[config.mk]
export PLATFORM = sky130hd
export DESIGN_NAME = procb_ring_buf
export DESIGN_NICKNAME = d
export VERILOG_FILES = /design/src/rtl/procb_ring_buf.sv
export SDC_FILE = /design/constraint.sdc
export NUM_CORES = 2
export LEC_CHECK = 0
export CAP_MARGIN = 20
export CORE_MARGIN = 1.5
export CORE_UTILIZATION = 30
export DETAILED_ROUTE_END_ITERATION = 7
export PLACE_DENSITY = 0.51
export SLEW_MARGIN = 10
export SYNTH_ARGS = -nofsm -noshare
export SYNTH_HDL_FRONTEND = slang
export SYNTH_MEMORY_MAX_BITS = 65536
export SYNTH_SLANG_ARGS = --single-unit
[constraint.sdc]
create_clock -name CLK -period 5.12 [get_ports CLK]
set_input_delay 0.768 -clock CLK [delete_from_list [all_inputs] [get_ports CLK]]
set_output_delay 0.768 -clock CLK [all_outputs]
set_load 0.005 [all_outputs]
[src/rtl/procb_ring_buf.sv]
// procb_ring_buf: per-thread circular record FIFO with a read-ahead lookup pointer (FWFT dout).
// Optional error detail ports (err_thread, err_cnt) are enabled by defining PROCB_RING_BUF_ERR_INFO_EN.
`ifndef PROCB_D_WIDTH
`define PROCB_D_WIDTH 32
`endif

module procb_ring_buf #(
    parameter int N_THREADS     = 16,
    parameter int N_THREADS_MSB = $clog2(N_THREADS) - 1,
    parameter int D_WIDTH       = `PROCB_D_WIDTH,
    parameter int N_RECORDS     = 8,
    parameter int A_WIDTH       = $clog2(N_RECORDS) + 1
) (
    input  logic                     CLK,
    input  logic                     RST,
    input  logic [N_THREADS_MSB:0]   wr_thread_num,
    input  logic                     wr_en,
    input  logic [D_WIDTH-1:0]       din,
    output logic [A_WIDTH-1:0]       wr_cnt,
    output logic                     wr_full,
    output logic                     err,
`ifdef PROCB_RING_BUF_ERR_INFO_EN
    output logic [N_THREADS_MSB:0]   err_thread,
    output logic [7:0]               err_cnt,
`endif
    input  logic [N_THREADS_MSB:0]   rd_thread_num,
    input  logic                     rd_en,
    input  logic                     rd_rst,
    input  logic                     lookup_en,
    output logic                     empty,
    output logic                     aempty,
    output logic                     lookup_empty,
    output logic [D_WIDTH-1:0]       dout
);
    localparam int IW = A_WIDTH - 1;

    typedef logic [A_WIDTH-1:0]     ptr_t;
    typedef logic [N_THREADS_MSB:0] thr_t;
    localparam ptr_t ONE  = ptr_t'(1);
    localparam ptr_t FULL = ptr_t'(N_RECORDS);

    typedef enum logic {ST_SWEEP, ST_RUN} state_e;
    state_e state_q, state_d;
    thr_t   sweep_q, sweep_d;
    logic   run;

    logic [D_WIDTH-1:0] mem        [N_THREADS*N_RECORDS];
    ptr_t               wr_ptr_mem [N_THREADS];
    ptr_t               rd_ptr_mem [N_THREADS];

    ptr_t wr_cnt_q, wr_cnt_d;
    logic err_q, err_d;
    thr_t rd_thread_q;
    ptr_t lookup_q, lookup_d;
    logic empty_q, empty_d;
    logic aempty_q, aempty_d;
    logic lookup_empty_q, lookup_empty_d;

    ptr_t wr_wptr_cur, wr_rptr_cur, wr_occ_cur, wr_wptr_next, wr_rptr_next;
    logic wr_accept, wr_reject;
    ptr_t rd_wptr_cur, rd_rptr_cur, rd_wptr_next, rd_rptr_next;
    logic same_thr, thr_chg, pop;

    // Pointer RAMs have no reset; they are zeroed one thread per cycle after RST.
    always_comb begin
        state_d = state_q;
        sweep_d = sweep_q;
        case (state_q)
            ST_SWEEP: begin
                sweep_d = sweep_q + thr_t'(1);
                if (sweep_q == '1) state_d = ST_RUN;
            end
            default: ;
        endcase
    end

    assign run = (state_q == ST_RUN);

    always_comb begin
        wr_wptr_cur  = wr_ptr_mem[wr_thread_num];
        wr_rptr_cur  = rd_ptr_mem[wr_thread_num];
        wr_occ_cur   = wr_wptr_cur - wr_rptr_cur;
        wr_reject    = run && wr_en && (wr_occ_cur == FULL);
        wr_accept    = run && wr_en && (wr_occ_cur != FULL);
        wr_wptr_next = wr_accept ? wr_wptr_cur + ONE : wr_wptr_cur;
    end

    always_comb begin
        rd_wptr_cur  = wr_ptr_mem[rd_thread_num];
        rd_rptr_cur  = rd_ptr_mem[rd_thread_num];
        same_thr     = (wr_thread_num == rd_thread_num);
        thr_chg      = (rd_thread_num != rd_thread_q);
        rd_wptr_next = (same_thr && wr_accept) ? wr_wptr_next : rd_wptr_cur;
        pop          = run && rd_en && !empty_q && !thr_chg;

        rd_rptr_next = rd_rptr_cur;
        if (pop) rd_rptr_next = rd_rst ? rd_wptr_next : rd_rptr_cur + ONE;

        // A pop drags lookup along to the new head unless lookup is advancing itself.
        lookup_d = lookup_q;
        if (!run)                                lookup_d = '0;
        else if (thr_chg)                        lookup_d = rd_rptr_cur;
        else if (pop && (rd_rst || !lookup_en))  lookup_d = rd_rptr_next;
        else if (lookup_en && !lookup_empty_q)   lookup_d = lookup_q + ONE;

        wr_rptr_next   = (same_thr && pop) ? rd_rptr_next : wr_rptr_cur;
        wr_cnt_d       = run ? (wr_wptr_next - wr_rptr_next) : '0;
        empty_d        = !run || (rd_wptr_next == rd_rptr_next);
        aempty_d       = run && ((rd_wptr_next - rd_rptr_next) == ONE);
        lookup_empty_d = !run || (lookup_d == rd_wptr_next);
        err_d          = err_q || wr_reject;
    end

    always_ff @(posedge CLK or posedge RST) begin
        if (RST) begin
            state_q        <= ST_SWEEP;
            sweep_q        <= '0;
            wr_cnt_q       <= '0;
            err_q          <= 1'b0;
            rd_thread_q    <= '0;
            lookup_q       <= '0;
            empty_q        <= 1'b1;
            aempty_q       <= 1'b0;
            lookup_empty_q <= 1'b1;
        end else begin
            state_q        <= state_d;
            sweep_q        <= sweep_d;
            wr_cnt_q       <= wr_cnt_d;
            err_q          <= err_d;
            rd_thread_q    <= rd_thread_num;
            lookup_q       <= lookup_d;
            empty_q        <= empty_d;
            aempty_q       <= aempty_d;
            lookup_empty_q <= lookup_empty_d;
        end
    end

    always_ff @(posedge CLK) begin
        if (wr_accept) mem[{wr_thread_num, wr_wptr_cur[IW-1:0]}] <= din;
    end

    always_ff @(posedge CLK) begin
        if (!run) begin
            wr_ptr_mem[sweep_q] <= '0;
            rd_ptr_mem[sweep_q] <= '0;
        end else begin
            if (wr_accept) wr_ptr_mem[wr_thread_num] <= wr_wptr_next;
            if (pop)       rd_ptr_mem[rd_thread_num] <= rd_rptr_next;
        end
    end

`ifdef PROCB_RING_BUF_ERR_INFO_EN
    thr_t       err_thread_q;
    logic [7:0] err_cnt_q;

    always_ff @(posedge CLK or posedge RST) begin
        if (RST) begin
            err_thread_q <= '0;
            err_cnt_q    <= '0;
        end else if (wr_reject) begin
            if (!err_q)             err_thread_q <= wr_thread_num;
            if (err_cnt_q != 8'hFF) err_cnt_q    <= err_cnt_q + 8'd1;
        end
    end

    assign err_thread = err_thread_q;
    assign err_cnt    = err_cnt_q;
`endif

    assign wr_cnt       = wr_cnt_q;
    assign wr_full      = (wr_cnt_q == FULL);
    assign err          = err_q;
    assign empty        = empty_q;
    assign aempty       = aempty_q;
    assign lookup_empty = lookup_empty_q;
    assign dout         = mem[{rd_thread_num, lookup_q[IW-1:0]}];

endmodule

==> metrics.cfg <==
[floorplanning]
die_area_sq_um=550000
num_rows=271
die_h_um=741
initial_core_util_pct=30.1
core_area_sq_um=544000
die_w_um=741
io_pins=87

[detailed_routing]
drt-met1-wl_um=209000
dr.first_iter.drc_count=9112
met2_length_um=241000
dr_wl_met3_um=32000
viasPerCell=5.13
drc=0
first_pass_iters=7
ant_nets=0
maxUsedRoutingLayer=met5
routedWlPerCell_um=32.3
drt-total-wl_um=492000
vias=78203

[yosys]
yosys.area.top_type_share_pct=77.5
synth_xor_area_share_pct=0.171
ys_types=68
synth_edf_count=4224
syn_area_per_cell_sq_um=24.8
synth-simple-area-share_pct=1.02
syn_area_sq_um=164000
synth_top_family_by_area=multiplexers
yosys_warnings=0
synth_adder_area_share_pct=0.104
ys_seq_elements=4245
synthArstFlopShare_pct=0.495
synth_largest_area_cell=edfxtp_1
yosysSeqAreaShare_pct=77.9
syn-instance-count=6599
synth_fp_nets=6658
synth.area.mux_share_pct=19.6
synth_compound_area_share_pct=0.423
synthTopCellsByArea=edfxtp_1 (78%), mux4_2 (19%), clkbuf_1 (0.51%), nor2_1 (0.44%), nand2_1 (0.32%)
ys.flop_type=edfxtp_1

[cells_and_area]
layout_common_cells=edfxtp_1 (4224), mux4_2 (1400), buf_4 (455)
area_growth_pct=22.3
final_common_cell=edfxtp_1
layout-drive-gt1-share_pct=40.2
fillers=48937
final_core_util_pct=36.8
nNetsFinal=7697

[hold_path]
hold_start=rd_thread_num[0]
hold_end=rd_thread_q[0]
worstHoldPathCells=1
min_path_type=input pin to flip-flop

[worst_setup_path]
path_max_fanout=7
worstSetupPathType=flip-flop to output port
rr_startpoint=wr_ptr_mem[11][1]
reg2reg_to=aempty
required_ns=4.35
arrival_ns=4.50
ff2ff_setup_slack_ns=0.31
r2r_cells=19
endpoint_kind=output port
crit_path_start_kind=flip-flop

[timing]
final.min_clock_period_ns=5.26
setup_ws_ns=-0.144
rsz0062_at_grt=true
post-route-period-util_pct=103
hold_viol=0
worst_pin_slew_ns=1.30
fmax_ghz=0.190
drv_slew=0
slew_headroom_pct=13.5
finalHoldWorstSlack_ns=0.133
skew_ns=0.0761
finalSetupViolCount=29

[place]
gp_congestion=0.826
hpwl_um=308000
pre_cts_slack_ns=-0.374
io_buffers=86

[cts]
clockRootBuffer=clkbuf_16
cts_max_level=5
cts_max_path_buffers=4
cts_tree=done
clk_pin_slew_ns=0.06
cts_sinks=4245
clock_latency_ns=1.02
cts_inserted_buffers=423

[power_and_ir_drop]
swShare_pct=23.8
p_int_uw=60300
p_per_area_nw_per_um2=396
switchingPower_uw=18800
pwr-share-clk_pct=39.5
p_leak_uw=0.0615
p_comb_share_pct=11.9
total_power_uw=79100
seqPwrFrac_pct=48.6
ir_drop_mv=0.287

[outcome]
violations=setup timing
status=finished with violations

[global_routing]
grt_max_degree=129
grt_remaining_overflow=0
grt_first_pass_wirelength_um=676000
antenna_found_initial=44
track_usage_pct=17.5
grt_pass1_vias=80039

[flow_run]
drv_cap=0

## worst max-delay path: stages, from the launching register on
cell,delay (ns)
dfrtp_4,0.50
buf_12,0.17
buf_16,0.18
buf_16,0.16
buf_8,0.14
buf_8,0.13
buf_12,0.12
mux4_2,0.42
mux4_2,0.64
mux4_2,0.60
nand2_4,0.14
nand2_8,0.11
buf_6,0.14
## logic make-up (layout without fill, tap and decap cells)
| kind of cell | after synthesis | in the layout |
|---|---|---|
| simple gates | 398 | 398 |
| compound gates | 104 | 104 |
| flops | 4245 | 4245 |
| mux | 1442 | 1442 |
| xor+xnor | 31 | 31 |
| buf+inv | 366 | 1753 |
| fa+ha+maj | 13 | 13 |
| other cells | 0 | 11 |
## repair_timing
item	in CTS	in global routing
endpoints found under the setup margin	32	32
hold endpoints to repair	6	0
pin swaps	50	14
gates resized for setup	450	43
gates cloned	39	7
hold buffers	1	0
buffers inserted	132	26
## routing by layer
metal,vias to the layer above,GRT usage (%)
met4,10,3.42
met5,-,0
met3,514,2.44
met2,2890,29.2
met1,43865,24.7
li1,30924,-
## synth_stat cells, drive strengths merged (2+ instances only)
library cell,count
edfxtp,4224
mux4,1402
clkbuf,224
nor2,193
nand2,142
buf,126
mux2i,35
a21oi,29
dfrtp,19
o21ai,19
xor2,17
inv,15
xnor2,14
ha,12
nand3,12
a31oi,11
nor3,10
o221ai,10
and2,9
nor3b,7
nor2b,6
and3,5
mux2,5
a21o,4
a22oi,4
o22ai,4
o32ai,4
a211oi,3
nand2b,3
nand4,3
nor4,3
dfstp,2
o2111ai,2
o21bai,2
or3,2
## power by group through the flow
stage | registers [uW] | clock network, uW | logic [uW]
4_1_cts | 38500 | 31900 | 9450
2_1_floorplan | 39200 | 0 | 4140
3_3_place_gp | 39200 | 0 | 8450
5_1_grt | 38400 | 33100 | 9780
3_5_place_dp | 39200 | 0 | 8490
6_report | 38400 | 31300 | 9410
## registers in the layout, indices dropped and copies added (netlist names)
signal and flops:
mem 4096, rd_ptr_mem 64, wr_ptr_mem 64, lookup_q 4, rd_thread_q 4, sweep_q 4, wr_cnt 4, aempty 1
empty 1, err 1, lookup_empty 1, run 1
## final cells by class
type / instances / area (sq um) / area share, %
clock buffers: 503 / 10900 / 5.47
diodes: 11 / 27.5 / 0.0138
clock inverters: 270 / 2860 / 1.43
well taps: 7234 / 9050 / 4.53
multi-input cells: 1988 / 36500 / 18.2
flip-flops and latches: 4245 / 127000 / 63.7
repair buffers: 964 / 13200 / 6.60
inverters: 16 / 72.6 / 0.0363
## per-stage QoR
| stage | cell area (sq um) | setup TNS [ns] | std cells |
|---|---|---|---|
| 2_1_floorplan | 164000 | -578.02 | 6599 |
| 3_3_place_gp | 182000 | -30.94 | 14255 |
| 3_5_place_dp | 182000 | -23.24 | 14256 |
| 4_1_cts | 199000 | -5.53 | 15189 |
| 5_1_grt | 200000 | -3.67 | 15221 |
| 6_report | 200000 | -1.78 | 15231 |
## worst max path at each step
stage                                start         end  depth (start not counted)
final                          lookup_q[0]     dout[3]                         12
after global routing           lookup_q[0]     dout[1]                         12
after CTS                      lookup_q[0]     dout[3]                         12
after detailed placement  wr_thread_num[0]      aempty                         22
after global placement    wr_thread_num[0]      aempty                         23
after floorplan           wr_thread_num[0]  mem[25][0]                         14
Note: power is estimated with default switching activity, not from simulation.
